[config.mk]
export PLATFORM = sky130hd
export DESIGN_NAME = core_seq
export DESIGN_NICKNAME = d
export VERILOG_FILES = /design/src/rtl/core_pkg.sv /design/src/rtl/core_decode.sv /design/src/rtl/core_seq.sv
export SDC_FILE = /design/constraint.sdc
export NUM_CORES = 1
export LEC_CHECK = 0
export BUFFER_PORTS_ARGS = -buffer_cell sky130_fd_sc_hd__buf_2
export CORE_MARGIN = 2
export CORE_UTILIZATION = 40
export CTS_CLUSTER_SIZE = 25
export DETAILED_ROUTE_END_ITERATION = 10
export GPL_TIMING_DRIVEN = 0
export PLACE_DENSITY = 0.66
export SLEW_MARGIN = 20
export SYNTH_ARGS = -nofsm -noshare
export SYNTH_HDL_FRONTEND = slang
export SYNTH_SLANG_ARGS = --single-unit
export TNS_END_PERCENT = 100
[constraint.sdc]
create_clock -name clk -period 2.8 [get_ports clk]
set_input_delay 0.56 -clock clk [delete_from_list [all_inputs] [get_ports clk]]
set_output_delay 0.56 -clock clk [all_outputs]
set_load 0.05 [all_outputs]
[src/rtl/core_pkg.sv]
// Shared types and constants for the NPC core sequencer.
//   state_e      : sequencer FSM states
//   OPC_*/F3_*   : instruction field encodings recognised by core_decode
//   HALT_*       : halt_code encodings reported by core_seq
package core_pkg;

  typedef enum logic [2:0] {
    StIdle      = 3'd0,
    StFetchReq  = 3'd1,
    StFetchWait = 3'd2,
    StDecode    = 3'd3,
    StExec      = 3'd4,
    StWb        = 3'd5,
    StHalt      = 3'd6
  } state_e;

  localparam logic [6:0]  OPC_OP_IMM  = 7'b0010011;
  localparam logic [2:0]  F3_ADDI     = 3'b000;
  localparam logic [31:0] INST_EBREAK = 32'h0010_0073;

  localparam logic [1:0] HALT_NONE    = 2'b00;
  localparam logic [1:0] HALT_EBREAK  = 2'b01;
  localparam logic [1:0] HALT_ILLEGAL = 2'b10;
  localparam logic [1:0] HALT_TIMEOUT = 2'b11;

endpackage

[src/rtl/core_decode.sv]
// Combinational instruction classifier.
//   ir        : latched instruction word
//   is_addi   : OP-IMM with funct3 ADDI
//   is_ebreak : exact ebreak encoding
//   illegal   : anything the sequencer does not implement
//   rd_nz     : destination register is not x0
module core_decode
  import core_pkg::*;
(
  input  logic [31:0] ir,
  output logic        is_addi,
  output logic        is_ebreak,
  output logic        illegal,
  output logic        rd_nz
);

  always_comb begin
    is_ebreak = (ir == INST_EBREAK);
    is_addi   = (ir[6:0] == OPC_OP_IMM) && (ir[14:12] == F3_ADDI);
    illegal   = !is_addi && !is_ebreak;
    rd_nz     = |ir[11:7];
  end

endmodule

[src/rtl/core_seq.sv]
// Multi-cycle fetch/decode/execute/writeback sequencer for the NPC core.
//   clk, reset (sync, active-low), run      : clock, reset, start request (IDLE only)
//   imem_req_valid/ready, imem_addr         : fetch request handshake, address = pc
//   imem_rsp_valid, imem_rsp_data           : instruction response
//   exu_npc                                 : next PC from datapath, taken in WB
//   ir, pc                                  : latched instruction, current PC
//   rf_ren, rf_wen                          : register-file strobes (one pulse per instruction)
//   halt, halt_code                         : sticky halt flag and reason
//   cycle_cnt, instret                      : active-cycle and retired-instruction counters
module core_seq
  import core_pkg::*;
#(
  parameter int unsigned     XLEN     = 32,
  parameter logic [XLEN-1:0] RESET_PC = 32'h8000_0000,
  parameter int unsigned     TIMEOUT  = 255,
  parameter int unsigned     CNT_W    = 64
) (
  input  logic             clk,
  input  logic             reset,
  input  logic             run,
  output logic             imem_req_valid,
  input  logic             imem_req_ready,
  output logic [XLEN-1:0]  imem_addr,
  input  logic             imem_rsp_valid,
  input  logic [31:0]      imem_rsp_data,
  input  logic [XLEN-1:0]  exu_npc,
  output logic [31:0]      ir,
  output logic [XLEN-1:0]  pc,
  output logic             rf_ren,
  output logic             rf_wen,
  output logic             halt,
  output logic [1:0]       halt_code,
  output logic [CNT_W-1:0] cycle_cnt,
  output logic [CNT_W-1:0] instret
);

  localparam int unsigned     TO_W     = (TIMEOUT < 2) ? 1 : $clog2(TIMEOUT + 1);
  localparam logic [TO_W-1:0] TO_LIMIT = TO_W'(TIMEOUT);

  state_e            state_q, state_d;
  logic [XLEN-1:0]   pc_q, pc_d;
  logic [31:0]       ir_q, ir_d;
  logic [TO_W-1:0]   to_q, to_d, to_inc;
  logic [1:0]        halt_code_q, halt_code_d;
  logic [CNT_W-1:0]  cycle_q, cycle_d;
  logic [CNT_W-1:0]  instret_q, instret_d;

  logic is_addi, is_ebreak, illegal, rd_nz;

  core_decode u_decode (
    .ir        (ir_q),
    .is_addi   (is_addi),
    .is_ebreak (is_ebreak),
    .illegal   (illegal),
    .rd_nz     (rd_nz)
  );

  // Value the wait counter would take this cycle; timeout fires when it reaches TIMEOUT,
  // so at most TIMEOUT cycles are spent in FETCH_WAIT.
  assign to_inc = to_q + TO_W'(1);

  always_comb begin
    state_d     = state_q;
    pc_d        = pc_q;
    ir_d        = ir_q;
    to_d        = to_q;
    halt_code_d = halt_code_q;
    instret_d   = instret_q;
    cycle_d     = (state_q != StIdle && state_q != StHalt) ? cycle_q + CNT_W'(1) : cycle_q;

    unique case (state_q)
      StIdle: begin
        if (run) state_d = StFetchReq;
      end
      StFetchReq: begin
        if (imem_req_ready) begin
          state_d = StFetchWait;
          to_d    = '0;
        end
      end
      StFetchWait: begin
        // A response in the timeout cycle still wins.
        if (imem_rsp_valid) begin
          ir_d    = imem_rsp_data;
          state_d = StDecode;
        end else begin
          to_d = to_inc;
          if (to_inc == TO_LIMIT) begin
            state_d     = StHalt;
            halt_code_d = HALT_TIMEOUT;
          end
        end
      end
      StDecode: begin
        if (is_ebreak) begin
          state_d     = StHalt;
          halt_code_d = HALT_EBREAK;
          instret_d   = instret_q + CNT_W'(1);
        end else if (illegal) begin
          state_d     = StHalt;
          halt_code_d = HALT_ILLEGAL;
        end else begin
          state_d = StExec;
        end
      end
      StExec: begin
        state_d = StWb;
      end
      StWb: begin
        pc_d      = exu_npc;
        instret_d = instret_q + CNT_W'(1);
        state_d   = StFetchReq;
      end
      StHalt: begin
        state_d = StHalt;
      end
      default: begin
        state_d = StIdle;
      end
    endcase
  end

  always_ff @(posedge clk) begin
    if (!reset) begin
      state_q     <= StIdle;
      pc_q        <= RESET_PC;
      ir_q        <= '0;
      to_q        <= '0;
      halt_code_q <= HALT_NONE;
      cycle_q     <= '0;
      instret_q   <= '0;
    end else begin
      state_q     <= state_d;
      pc_q        <= pc_d;
      ir_q        <= ir_d;
      to_q        <= to_d;
      halt_code_q <= halt_code_d;
      cycle_q     <= cycle_d;
      instret_q   <= instret_d;
    end
  end

  // Outputs are state decodes or register copies only; no imem input reaches them.
  always_comb begin
    imem_req_valid = (state_q == StFetchReq);
    imem_addr      = pc_q;
    pc             = pc_q;
    ir             = ir_q;
    rf_ren         = (state_q == StDecode) && is_addi;
    rf_wen         = (state_q == StWb) && rd_nz;
    halt           = (state_q == StHalt);
    halt_code      = halt_code_q;
    cycle_cnt      = cycle_q;
    instret        = instret_q;
  end

endmodule

==> results <==
- The flow ran to the end, and the final reports show no timing, DRC or antenna violations.
- The power share of the clock group is 0.441.
- The die boundary height is 165 um.
- The die outline area is 0.0271 mm^2.
- The layout has 2501 filler cells.
- The number of max-cap violations is 0.
- The count of pins over their slew limit is 0.
- The type of destination of the critical path is a flop.
- After detailed placement, the design holds a cell count of 1899.
- Across all layers, the routed design uses 10584 vias.
- The launching element type of the critical path is a flop.
- Measured along the x axis, the die boundary spans 165 um.
- The post-layout utilization of the core is 0.518.
- Entering global routing, the biggest net connects 12 pins.
- The peak supply drop is 0.533 mV.
- The number of global-route vias before repair is 9682.
- CTS built an H-tree with a depth of 1.
- Setup violations remaining at the end of the flow were counted as 0.
- In the post-route analysis, the smallest setup slack over all paths is 0.0809 ns.
- The cell sitting at the root of the clock tree is a sky130_fd_sc_hd__clkbuf_16.
- For this design the static power due to leakage is 5.10 nW.
- Of the cells placed in the final design, the portion with a size suffix greater than 1 is 0.252.
- The total global routing overflow is 0.
- Yosys instantiated no cell more often than sky130_fd_sc_hd__nand2_1.
- At the end of the flow, the number of nets in the layout was 1671.
- The total detailed-routing wirelength is 33.8 mm.
- Static timing analysis puts the maximum clock frequency at 368 MHz.
- The worst slew slack as a fraction of its limit is 0.412.
- After routing the design area is 0.0131 mm^2.
- The worst hold path belongs to the class in -> reg.
- The per-instance average area after synthesis is 8.11 um^2.
- Power spread over the standard cell area amounts to 523 mW/mm^2.
- Excluding fillers, the count of instances in the completed layout stands at 1947.
- The count of state elements after synthesis is 205.
- The worst clock skew is 0.0103 ns.
- The clock period could shrink to 2.72 ns.
- Walking the worst path, the cells encountered are nor4b_1, nand4_1, or4_4, buf_6, buf_6, clkbuf_1, a21oi_1, mux2i_1.
- The buffer levels on the longest clock path is 3.
- The synthesized net count is 1345.
- The clock transition at the registers of the reported paths is 0.06 ns.
- The DRC violation total after the first TritonRoute iteration is 737.
- Broken down by cell family, the worst path's largest delay share belongs to simple AND/OR/NAND/NOR gates.
- The worst endpoint required time is 3.24 ns.
- The netlist area before placement is 0.0103 mm^2.
- The critical path in this run is classified as reg -> reg.
- The count of unique library cells instantiated by Yosys is 54.
- After detailed placement, the total cell area comes to 0.0122 mm^2.
- For the pin with the worst max-slew slack, the measured transition is 0.876 ns.
- For the worst setup path, the data arrival time is 3.16 ns.
- The detailed-route wire length per cell is 17.4 um.
- The effective utilization at floorplan is 0.408.
- The CTS tree is built.
- The all-layer global routing usage is 0.237.
- Together, buffers and inverters on the worst path number 3.
- The share of total power dissipated in combinational logic is 0.114.
- The sequential cell fraction of total power is 0.444.
- After legalization and detailed placement, the total HPWL measured 25.1 mm.
- For this design the top-level I/O count stands at 299.
- The area growth from synthesis to final layout is 26.8%.
- The post-synthesis sequential area ratio is 0.398.
- Across all register-to-register paths, the minimum setup slack is 0.08 ns.
- The highest cell delay on the worst timing path is 0.55 ns.
- The weighted congestion at the end of routability-driven global placement is 0.925.
- The fraction of synthesis flops using an asynchronous set or reset pin is 0.
- The number of hold violations in the final report is 0.
- Buffers placed on the I/O ports in this run total 297.
- The initial antenna violation count is 2.
- The clock latency of the later-clocked register in the worst-skew pair is 0.51 ns.
- Dividing the detail-routed via count by the number of cells gives 5.44.
- The slowest cell on the critical path is sky130_fd_sc_hd__or4_4.
- Hold timing on the final database bottoms out at a slack of 0.266 ns.
- The first global-routing pass estimated 51.9 mm of wire.
- The count of unresolved DRC violations after routing is 0.
- By area the synthesized netlist is led by sky130_fd_sc_hd__dfxtp_1 40%, sky130_fd_sc_hd__nand2_1 9.3%, sky130_fd_sc_hd__a21oi_1 6.4%.
- The number of clock sinks is 205.
- For this run, the detailed router's first-pass iteration total came to 6.
- The remaining antenna violation count is 0.
- Of all nets on the critical path, the largest fanout is 10.
- By count the netlist is led by 256 x sky130_fd_sc_hd__nand2_1, 205 x sky130_fd_sc_hd__dfxtp_1, 132 x sky130_fd_sc_hd__a21oi_1.
- The area share of the leading cell type in the synthesized netlist is 0.398.
- The proportion of total power due to net switching is 0.270.
- The worst setup timing slack at the placement stage is -0.238 ns.
- The internal power of the cells is 4.99 mW.
- Of the available clock period, the critical path in the final layout requires 0.971.
- The clock buffer count from CTS is 24.
- The number of warning messages in the yosys log is 0.
- The reported net switching power is 1.85 mW.
- Synthesis produced a netlist whose cell count is 1272.
- By instance count, the cell type seen most on the critical path is sky130_fd_sc_hd__buf_6.
- The area inside the core boundary is 0.0253 mm^2.
- The site row count is 58.
- For this design, the CTS-stage hold fixing added 0 buffers.
- Of all cell types, the one taking the most synthesized area is sky130_fd_sc_hd__dfxtp_1.
- The synthesized design contains 0 enable-type register cells.
- Among all flip-flop cells after synthesis, the most frequent one is sky130_fd_sc_hd__dfxtp_1.
[path summary, 6_finish.rpt]
check / end / startpoint / cells after the start
max: instret[29]$_SDFFE_PN0P_ / ir[17]$_SDFFE_PN0P_ / 8
min: imem_addr[31]$_SDFFE_PN1P_ / exu_npc[31] / 3
max reg2reg: instret[29]$_SDFFE_PN0P_ / ir[17]$_SDFFE_PN0P_ / 8
min reg2reg: ir[4]$_SDFFE_PN0P_ / ir[4]$_SDFFE_PN0P_ / 2
[timing repair]
action,in CTS,in global routing
endpoints found under the setup margin,12,34
cloned,0,0
resized for setup,11,6
buffers inserted,0,3
[worst register-to-register path: stages (launching register included)]
cell	delay, ns
sky130_fd_sc_hd__dfxtp_1	0.33
sky130_fd_sc_hd__nor4b_1	0.37
sky130_fd_sc_hd__nand4_1	0.25
sky130_fd_sc_hd__or4_4	0.55
sky130_fd_sc_hd__buf_6	0.18
sky130_fd_sc_hd__buf_6	0.17
sky130_fd_sc_hd__clkbuf_1	0.28
sky130_fd_sc_hd__a21oi_1	0.33
sky130_fd_sc_hd__mux2i_1	0.20
[cell usage in the layout (no fill, tap or decap), types with 10 or more instances in the layout]
| master | n |
|---|---|
| sky130_fd_sc_hd__buf_2 | 300 |
| sky130_fd_sc_hd__nand2_1 | 256 |
| sky130_fd_sc_hd__dfxtp_1 | 204 |
| sky130_fd_sc_hd__a21oi_1 | 132 |
| sky130_fd_sc_hd__clkbuf_1 | 74 |
| sky130_fd_sc_hd__mux2i_1 | 64 |
| sky130_fd_sc_hd__nor2_1 | 58 |
| sky130_fd_sc_hd__nand2b_1 | 56 |
| sky130_fd_sc_hd__nand3_1 | 50 |
| sky130_fd_sc_hd__nand4_1 | 50 |
| sky130_fd_sc_hd__buf_4 | 36 |
| sky130_fd_sc_hd__o21ai_0 | 34 |
| sky130_fd_sc_hd__a211oi_1 | 26 |
| sky130_fd_sc_hd__clkbuf_16 | 25 |
| sky130_fd_sc_hd__inv_1 | 22 |
| sky130_fd_sc_hd__or3_1 | 22 |
| sky130_fd_sc_hd__o31ai_1 | 16 |
| sky130_fd_sc_hd__and3_1 | 15 |
| sky130_fd_sc_hd__xor2_1 | 15 |
| sky130_fd_sc_hd__nor4_1 | 15 |
| sky130_fd_sc_hd__nor3_1 | 14 |
| sky130_fd_sc_hd__or4_1 | 14 |
| sky130_fd_sc_hd__xnor2_1 | 14 |
| sky130_fd_sc_hd__and4_1 | 10 |
[power by group through the flow]
stage          registers (mW)  clock network [mW]  logic, mW
6_report                 3.04                3.02      0.782
2_1_floorplan            3.25                   0      0.380
4_1_cts                  3.03                3.08      0.783
5_1_grt                  3.04                3.19      0.850
3_3_place_gp             3.10                   0      0.761
3_5_place_dp             3.10                   0      0.765
[final cells by class]
cell class                 count  area [um^2]  area share
buffer                       107          571      0.0436
inverter                      22         82.6     0.00631
sequential                   205         4110       0.314
timing repair buffer         300         1510       0.116
tap                          330          413      0.0316
clock buffer                  42          749      0.0573
multi-input combinational    938         5640       0.431
antenna                        2         5.00    0.000383
clock inverter                 1         5.00    0.000383
[logic make-up (layout without fill, tap and decap cells)]
kind of cell,Yosys count,in the layout,synth area share
compound gates,240,240,0.155
flops,205,205,0.398
buf+inv,129,472,0.0616
mux,64,64,0.0621
simple gates,601,601,0.294
other cells,0,2,0
fa+ha+maj,4,4,0.00485
xor+xnor,29,29,0.0246
[metrics by stage]
stage,total power [mW],TNS [ns]
2_1_floorplan,3.63,0
6_report,6.84,0
3_5_place_dp,3.86,-1.45
3_3_place_gp,3.86,-1.45
5_1_grt,7.09,-0.0362
4_1_cts,6.90,0
[layer usage]
metal,GRT usage,wire [um],vias up
li1,-,-,5140
met1,0.314,14700,5045
met2,0.393,16100,338
met3,0.0490,2190,61
met4,0.0644,797,0
met5,0,0,-
[sequential cells by signal (all words and copies together), names as in the netlist]
register,count
cycle_cnt,64
halt_code,2
imem_addr,32
instret,64
ir,32
state_q,3
to_q,8
Note: power is estimated with default switching activity, not from simulation.
